$ cat config.mk
export PLATFORM = sky130hd
export DESIGN_NAME = dmem_arbiter
export DESIGN_NICKNAME = d
export VERILOG_FILES = /design/src/rtl/dmem_arbiter.sv
export SDC_FILE = /design/constraint.sdc
export NUM_CORES = 1
export LEC_CHECK = 0
export CAP_MARGIN = 30
export CORE_MARGIN = 2
export CORE_UTILIZATION = 25
export CTS_CLUSTER_SIZE = 20
export DETAILED_ROUTE_END_ITERATION = 7
export PLACE_DENSITY = 0.78
export SETUP_SLACK_MARGIN = 0.02
export SLEW_MARGIN = 10
export SYNTH_ARGS = -nofsm -noshare
export SYNTH_HDL_FRONTEND = slang
export SYNTH_SLANG_ARGS = --single-unit
$ cat constraint.sdc
create_clock -name clk -period 1.9 [get_ports clk]
set_clock_uncertainty 0.15 [all_clocks]
set_input_delay 0.19 -clock clk [delete_from_list [all_inputs] [get_ports clk]]
set_output_delay 0.19 -clock clk [all_outputs]
set_load 0.05 [all_outputs]
$ cat src/rtl/dmem_arbiter.sv
// Two-port arbiter in front of the single-port data memory: CPU port A and
// debug/DMA port B share it with alternating priority and a bounded B burst.
module dmem_arbiter #(
    parameter int AW      = 7,
    parameter int DW      = 32,
    parameter int CW      = 16,
    parameter int B_BURST = 4
) (
    input  logic          clk,
    input  logic          rst_n,
    input  logic          a_req,
    input  logic          a_we,
    input  logic [AW-1:0] a_addr,
    input  logic [DW-1:0] a_wdata,
    output logic          a_gnt,
    output logic          a_rvalid,
    output logic [DW-1:0] a_rdata,
    input  logic          b_req,
    input  logic          b_we,
    input  logic [AW-1:0] b_addr,
    input  logic [DW-1:0] b_wdata,
    output logic          b_gnt,
    output logic          b_rvalid,
    output logic [DW-1:0] b_rdata,
    output logic          mem_rd,
    output logic          mem_wr,
    output logic [AW-1:0] mem_addr,
    output logic [DW-1:0] mem_wdata,
    input  logic [DW-1:0] mem_rdata,
    output logic [CW-1:0] a_stall_cnt
);

    typedef enum logic {PRIO_A = 1'b0, PRIO_B = 1'b1} prio_t;

    localparam logic [3:0]    B_MAX     = 4'(B_BURST);
    localparam logic [CW-1:0] STALL_MAX = {CW{1'b1}};

    prio_t         prio_r;
    logic [3:0]    b_run_r;
    logic          a_rvalid_r;
    logic          b_rvalid_r;
    logic [CW-1:0] stall_r;
    logic          a_win_s;
    logic          b_win_s;

    // Per-cycle winner selection; B keeps priority only until its burst budget is spent
    always_comb begin
        a_win_s = 1'b0;
        b_win_s = 1'b0;
        if (a_req && b_req) begin
            if (prio_r == PRIO_B && b_run_r != B_MAX) begin
                b_win_s = 1'b1;
            end else begin
                a_win_s = 1'b1;
            end
        end else if (a_req) begin
            a_win_s = 1'b1;
        end else if (b_req) begin
            b_win_s = 1'b1;
        end else begin
            a_win_s = 1'b0;
            b_win_s = 1'b0;
        end
    end

    // Memory address/data mux; idle cycles present port A with strobes low
    always_comb begin
        mem_addr  = a_addr;
        mem_wdata = a_wdata;
        if (b_win_s) begin
            mem_addr  = b_addr;
            mem_wdata = b_wdata;
        end else begin
            mem_addr  = a_addr;
            mem_wdata = a_wdata;
        end
    end

    assign mem_rd = (a_win_s & ~a_we) | (b_win_s & ~b_we);
    assign mem_wr = (a_win_s & a_we) | (b_win_s & b_we);

    // Priority rotates after each contested grant; B keeps it while A is idle
    always_ff @(posedge clk or negedge rst_n) begin
        if (!rst_n) begin
            prio_r <= PRIO_A;
        end else if (a_win_s) begin
            prio_r <= PRIO_B;
        end else if (b_win_s) begin
            prio_r <= a_req ? PRIO_A : PRIO_B;
        end else begin
            prio_r <= prio_r;
        end
    end

    // Count consecutive B grants taken while A waits
    always_ff @(posedge clk or negedge rst_n) begin
        if (!rst_n) begin
            b_run_r <= 4'd0;
        end else if (!a_req || a_win_s) begin
            b_run_r <= 4'd0;
        end else if (b_win_s && b_run_r != B_MAX) begin
            b_run_r <= b_run_r + 4'd1;
        end else begin
            b_run_r <= b_run_r;
        end
    end

    // Read owner tracking: memory data comes back one cycle after the read grant
    always_ff @(posedge clk or negedge rst_n) begin
        if (!rst_n) begin
            a_rvalid_r <= 1'b0;
            b_rvalid_r <= 1'b0;
        end else begin
            a_rvalid_r <= a_win_s & ~a_we;
            b_rvalid_r <= b_win_s & ~b_we;
        end
    end

    // Saturating count of cycles the CPU spent waiting
    always_ff @(posedge clk or negedge rst_n) begin
        if (!rst_n) begin
            stall_r <= {CW{1'b0}};
        end else if (a_req && !a_win_s && stall_r != STALL_MAX) begin
            stall_r <= stall_r + {{(CW-1){1'b0}}, 1'b1};
        end else begin
            stall_r <= stall_r;
        end
    end

    assign a_gnt       = a_win_s;
    assign b_gnt       = b_win_s;
    assign a_rvalid    = a_rvalid_r;
    assign b_rvalid    = b_rvalid_r;
    assign a_rdata     = mem_rdata;
    assign b_rdata     = mem_rdata;
    assign a_stall_cnt = stall_r;

endmodule

After elaboration in Yosys (flattened, before gate mapping)
Index checks and enable logic that the tools add are counted.
W data, S select, Z words.
{"block": "op_classes", "mux": 14, "mul": 0, "reduce_logical": 10, "div": 0, "shifts": 0, "order_cmp": 0, "n_bitwise": 8, "eq_ne": 2, "addsub": 2}
{"operator": "$mux W32", "n": 1}
{"operator": "$add A16 B1 Y16 const B", "n": 1}
{"operator": "$ne A16 B16 Y1 const B", "n": 1}
{"operator": "$mux W1", "n": 10}
{"operator": "$mux W4", "n": 2}
{"operator": "$mux W7", "n": 1}
{"operator": "$logic_and A1 B1 Y1", "n": 5}
{"operator": "$add A4 B1 Y4 const B", "n": 1}
{"operator": "$and A1 B1 Y1", "n": 4}
{"operator": "$ne A4 B3 Y1 const B", "n": 1}
{"operator": "$reduce_bool A2 Y1", "n": 2}
{"operator": "$logic_not A1 Y1", "n": 2}
{"operator": "$not A1 Y1", "n": 2}
{"operator": "$or A1 B1 Y1", "n": 2}
{"operator": "$logic_or A1 B1 Y1", "n": 1}
{"block": "word_totals", "register_bits": 23, "latchBits": 0, "ram_bits": 0, "mem_bits_ro": 0, "memories": 0, "output_inout_bits": 125, "input_bits": 116}

Depth between registers and ports, before layout
{"block": "logic_depth", "ltp_word": 7, "depth_mapped": 9}

Worst setup path before layout
OpenSTA, ideal clock, no wires.
{"block": "synth_path", "path_kind": "register -> output", "startpoint": "register b_run_r[0]", "endpoint": "output mem_wr", "t_arrival_ps": 2065, "path_stages_with_launch": 10, "t_required_ps": 1560, "path_slack_ps": -505, "cell_sequence": "dfrtp_1 inv_1 ha_1 nand3b_1 nand2_1 a21o_1 buf_2 buf_2 inv_1 a22o_1"}
{"block": "synth_via", "elab_chain_cells": 6}
{"item": "from (decl)", "line": "39", "rtl": "logic [3:0] b_run_r;"}
{"item": "from (signal assigned)", "line": "102", "rtl": "b_run_r <= b_run_r + 4'd1;"}
{"item": "from (signal assigned)", "line": "104", "rtl": "b_run_r <= b_run_r;"}
{"item": "$ne A4 B3 Y1", "line": "51", "rtl": "if (prio_r == PRIO_B && b_run_r != B_MAX) begin"}
{"item": "$logic_and A1 B1 Y1", "line": "51"}
{"item": "$mux W1", "line": "51"}
{"item": "$mux W1", "line": "50", "rtl": "if (a_req && b_req) begin"}
{"item": "net b_gnt", "line": "22", "rtl": "output logic b_gnt,"}
{"item": "$and A1 B1 Y1", "line": "80", "rtl": "assign mem_wr = (a_win_s & a_we) | (b_win_s & b_we);"}
{"item": "$or A1 B1 Y1", "line": "80"}
{"item": "to (decl)", "line": "26", "rtl": "output logic mem_wr,"}
The timed path passes the listed nets, and every way through them passes these cells.

Final worst setup path
{"block": "layout_path", "startpoint": "register b_run_r[0]", "endpoint": "output mem_wdata[3]"}
{"block": "layout_via", "elab_chain_cells": 5}
{"item": "$ne A4 B3 Y1", "line": "51"}
{"item": "$logic_and A1 B1 Y1", "line": "51"}
{"item": "$mux W1", "line": "51"}
{"item": "$mux W1", "line": "50"}
{"item": "$mux W32", "line": "70", "rtl": "if (b_win_s) begin"}
{"item": "to (decl)", "line": "28", "rtl": "output logic [DW-1:0] mem_wdata,"}
Every way passes these cells.

==> summary.md <==
| Metric | Value |
|---|---|
| Status | complete, but fails checks |
| Failing checks | setup timing |
| Initial Utilization | 25.7% |
| Yosys cell types | 29 |
| Final period util | 122% |
| Sw Pwr | 1.10 mW |
| Number of I/O pins | around 240 |
| FILL cells | 748 |
| Total power | 2.51 mW |
| CTS Buf Count | 3 |
| Multi-input gate area | 1320 um2 |
| Max Root-Sink Buffers | 2 |
| Total detailed-routing wirelength | 8920 um |
| Crit path largest cell delay | roughly 0.35 ns |
| Worst hold path class | primary input to asynchronous set/reset pin |
| Worst r2r src | b_run_r[0] |
| Max VDD drop | roughly 1 mV |
| Final Hold Vio Count | 0 |
| Post-synth EDFFs | 0 |
| Synth warnings | 0 |
| Combinational share of power | 60.8% |
| DIE HEIGHT | 95.9 um |
| First-pass GRT wire length | 11600 um |
| Vias in the first global route | 1906 |
| # DRC | 0 |
| Number of max-cap violations | 0 |
| Worst reg2reg setup slack | -0.04 ns |
| ANT nets after route | 0 |
| Hold slack | between 0.1 and 0.15 ns |
| Setup total negative slack | -15.67 ns |
| Post-Synthesis Cells | approximately 210 |
| Critical Path End Type | primary output |
| FF-to-FF End | a_stall_cnt[7] |
| Clock transition at the registers of the reported paths | around 0.090 ns |
| DIE AREA | 9190 um2 |
| Buf+Inv Stages, Crit Path | 3 |
| FFs w/ async S/R, synth | between 90% and 100% |
| Crit Path Max Fanout | 11 |
| Post-route cell area | 4030 um2 |
| Crit path required time | 1.56 ns |
| Leak | 1.85 nW |
| H-tree levels | 1 |
| Placed cells | between 400 and 500 |
| 1st-pass router iterations | 4 |
| Max Clock Freq | 432 MHz |
| Final setup margin | -0.413 ns |
| Final Critical Period | 2.31 ns |
| Reg area | 596 um2 |
| Syn Nets | 330 |
| Clock network fraction of design power | 12.6% |
| Die W | 95.9 um |
| CP max stage cell | dfrtp_1 |
| PD cells | 622 nW/um2 |
| Placed instance area | about 3400 um2 |
| Violation count after the first detailed-route iteration | 49 |
| P&R area growth vs syn | 91.1% |
| Post-Layout Cell Count | 432 |
| Vias/cell | 4.49 |
| Switching Share | roughly 44% |
| Worst Setup Start Kind | register |
| #FFs+latches synth | 23 |
| Max Slew Vio Count | 0 |
| Site row count | 33 |
| Top FF cell, synth | dfrtp_1 |
| Slew @ Worst Pin | 0.508 ns |
| HPWL after DPL | 6860 um |
| # setup viols final | 45 |
| Remaining Overflow, GRT | 0 |
| WL/cell | 20.6 um |
| I/O Buffers | approximately 140 |
| Post-synthesis sequential area ratio | a little over a quarter |
| Crit path DAT | 1.97 ns |
| Vias | 1940 |
| RSZ-0062 raised after global routing | true |
| Largest net degree at the start of global routing | 24 |
| GP Congestion | 0.742 |
| Clock Sinks | 23 |
| Core outline area | 8220 um2 |
| Root Buffer Master | clkbuf_8 |
| Internal power | 1.41 mW |
| Avg Cell Area, Syn | 10.0 um2 |
| Total track usage | between 10% and 20% |
| Worst path cell trace | inv_1 -> ha_1 -> nand3b_1 -> nand2_1 -> a21o_4 -> clkbuf_16 -> mux2_4 -> buf_6 |
| Synthesized area | 2110 um2 |
| CP top delay family | buffers and inverters |
| Initial antenna violation count | 0 |
| Max_slew headroom | between 60% and 70% |
| Fin nets | 447 |
| Reg2Reg Depth | 11 |
| Share of layout cells above drive strength 1 | 54.7% |
| Antenna diodes | 0 |
| CTS tree | done |
| Crit Path Category | register to primary output |
| Seq pwr share | 26.6% |
| Worst-skew pair later-pin latency | 0.27 ns |
## placed cells by master, fill, tap and decap left out, types with 3 or more instances in the layout
cell type	synthesis	routed
mux2_4	0	36
nand4_1	7	7
buf_12	0	5
clkbuf_8	0	3
xnor2_1	3	3
buf_4	66	37
buf_6	0	43
buf_8	0	4
nor3_4	0	6
clkdlybuf4s50_1	0	91
nand2_1	5	5
mux2_2	41	5
nor2_2	0	3
nor4_4	3	7
xor2_1	13	13
inv_1	8	7
dfrtp_2	0	16
nor2_1	7	3
dfrtp_1	23	7
## final cells by class
class | instances | share of cell area (%)
timing repair buffer | 184 | 47.4
sequential | 23 | 14.8
inverter | 8 | 0.837
multi-input combinational | 108 | 32.7
clock buffer | 4 | 1.12
tap | 105 | 3.26
## power by group through the flow
| stage | Combinational [mW] | Sequential [mW] | Clock [mW] |
|---|---|---|---|
| 2_1_floorplan | 0.944 | 0.852 | 0 |
| 3_3_place_gp | 1.28 | 0.662 | 0 |
| 3_5_place_dp | 1.29 | 0.668 | 0 |
| 4_1_cts | 1.44 | 0.659 | 0.321 |
| 5_1_grt | 1.60 | 0.681 | 0.344 |
| 6_report | 1.53 | 0.667 | 0.316 |
## kinds of logic (layout without fill, tap and decap cells)
kind of cell / count (synthesis) / count (layout) / share of synthesized area (%)
buffers and inverters: 80 / 196 / 26.3
xor gates and xnor gates: 16 / 16 / 6.64
AOI/OAI and AO/OA: 6 / 6 / 2.08
muxes: 41 / 41 / 21.9
and+or+nand+nor: 42 / 42 / 14.0
DFF: 23 / 23 / 27.3
adders and majority gates: 3 / 3 / 1.78
## per-layer routing
| metal | routed length, um | global-route usage [%] | part of all wire [%] | vias to the layer above |
|---|---|---|---|---|
| li1 | - | - | - | 888 |
| met1 | 3420 | 20.3 | 38 | 899 |
| met2 | 4110 | 26.3 | 46 | 117 |
| met3 | 1120 | 10.1 | 13 | 36 |
| met4 | 261 | 6.31 | 2.9 | 0 |
| met5 | 0 | 0 | 0 | - |
## repair_timing
item	4_1_cts	5_1_grt
gates cloned	1	1
pin swaps	25	18
endpoints found under the setup margin	50	64
setup buffers	7	10
hold buffers	0	0
gates resized for setup	72	15
## synthesized netlist by cell type, types with 3 or more instances
library cell	number	share of area [%]
xor2_1	13	5.4
ha_1	3	1.8
nor4_1	3	0.89
inv_1	8	1.4
buf_4	66	23
mux2_2	41	22
nor3_1	6	1.4
nor2_1	7	1.2
nand2_1	5	0.89
buf_2	6	1.4
dfrtp_1	23	27
xnor2_1	3	1.2
nor4_4	3	3.0
nand4_1	7	2.1
nand3_1	3	0.71
## metrics by stage
step,util [%],setup WS (ns)
5_1_grt,49.1,-0.516
3_3_place_gp,41.7,-0.174
2_1_floorplan,-,-0.157
4_1_cts,47.3,-0.408
6_report,49.1,-0.413
3_5_place_dp,41.7,-0.233
## flip-flops by register name, summed over array words and instances (netlist names)
register     flops
prio_r           1
a_stall_cnt     16
a_rvalid         1
b_rvalid         1
b_run_r          4
## worst max path at each step
stage | from | endpoint | slack (ns) | depth (start not counted)
final | b_run_r[0] | mem_wdata[3] | -0.41 | 8
after global routing | b_run_r[0] | mem_wdata[26] | -0.52 | 8
after CTS | b_run_r[0] | mem_wdata[30] | -0.41 | 8
after detailed placement | b_run_r[0] | mem_addr[3] | -0.23 | 8
after global placement | b_run_r[0] | mem_wdata[30] | -0.17 | 8
after floorplan | b_run_r[0] | mem_wr | -0.16 | 9
No activity file was read; power rests on OpenSTA's default activity.
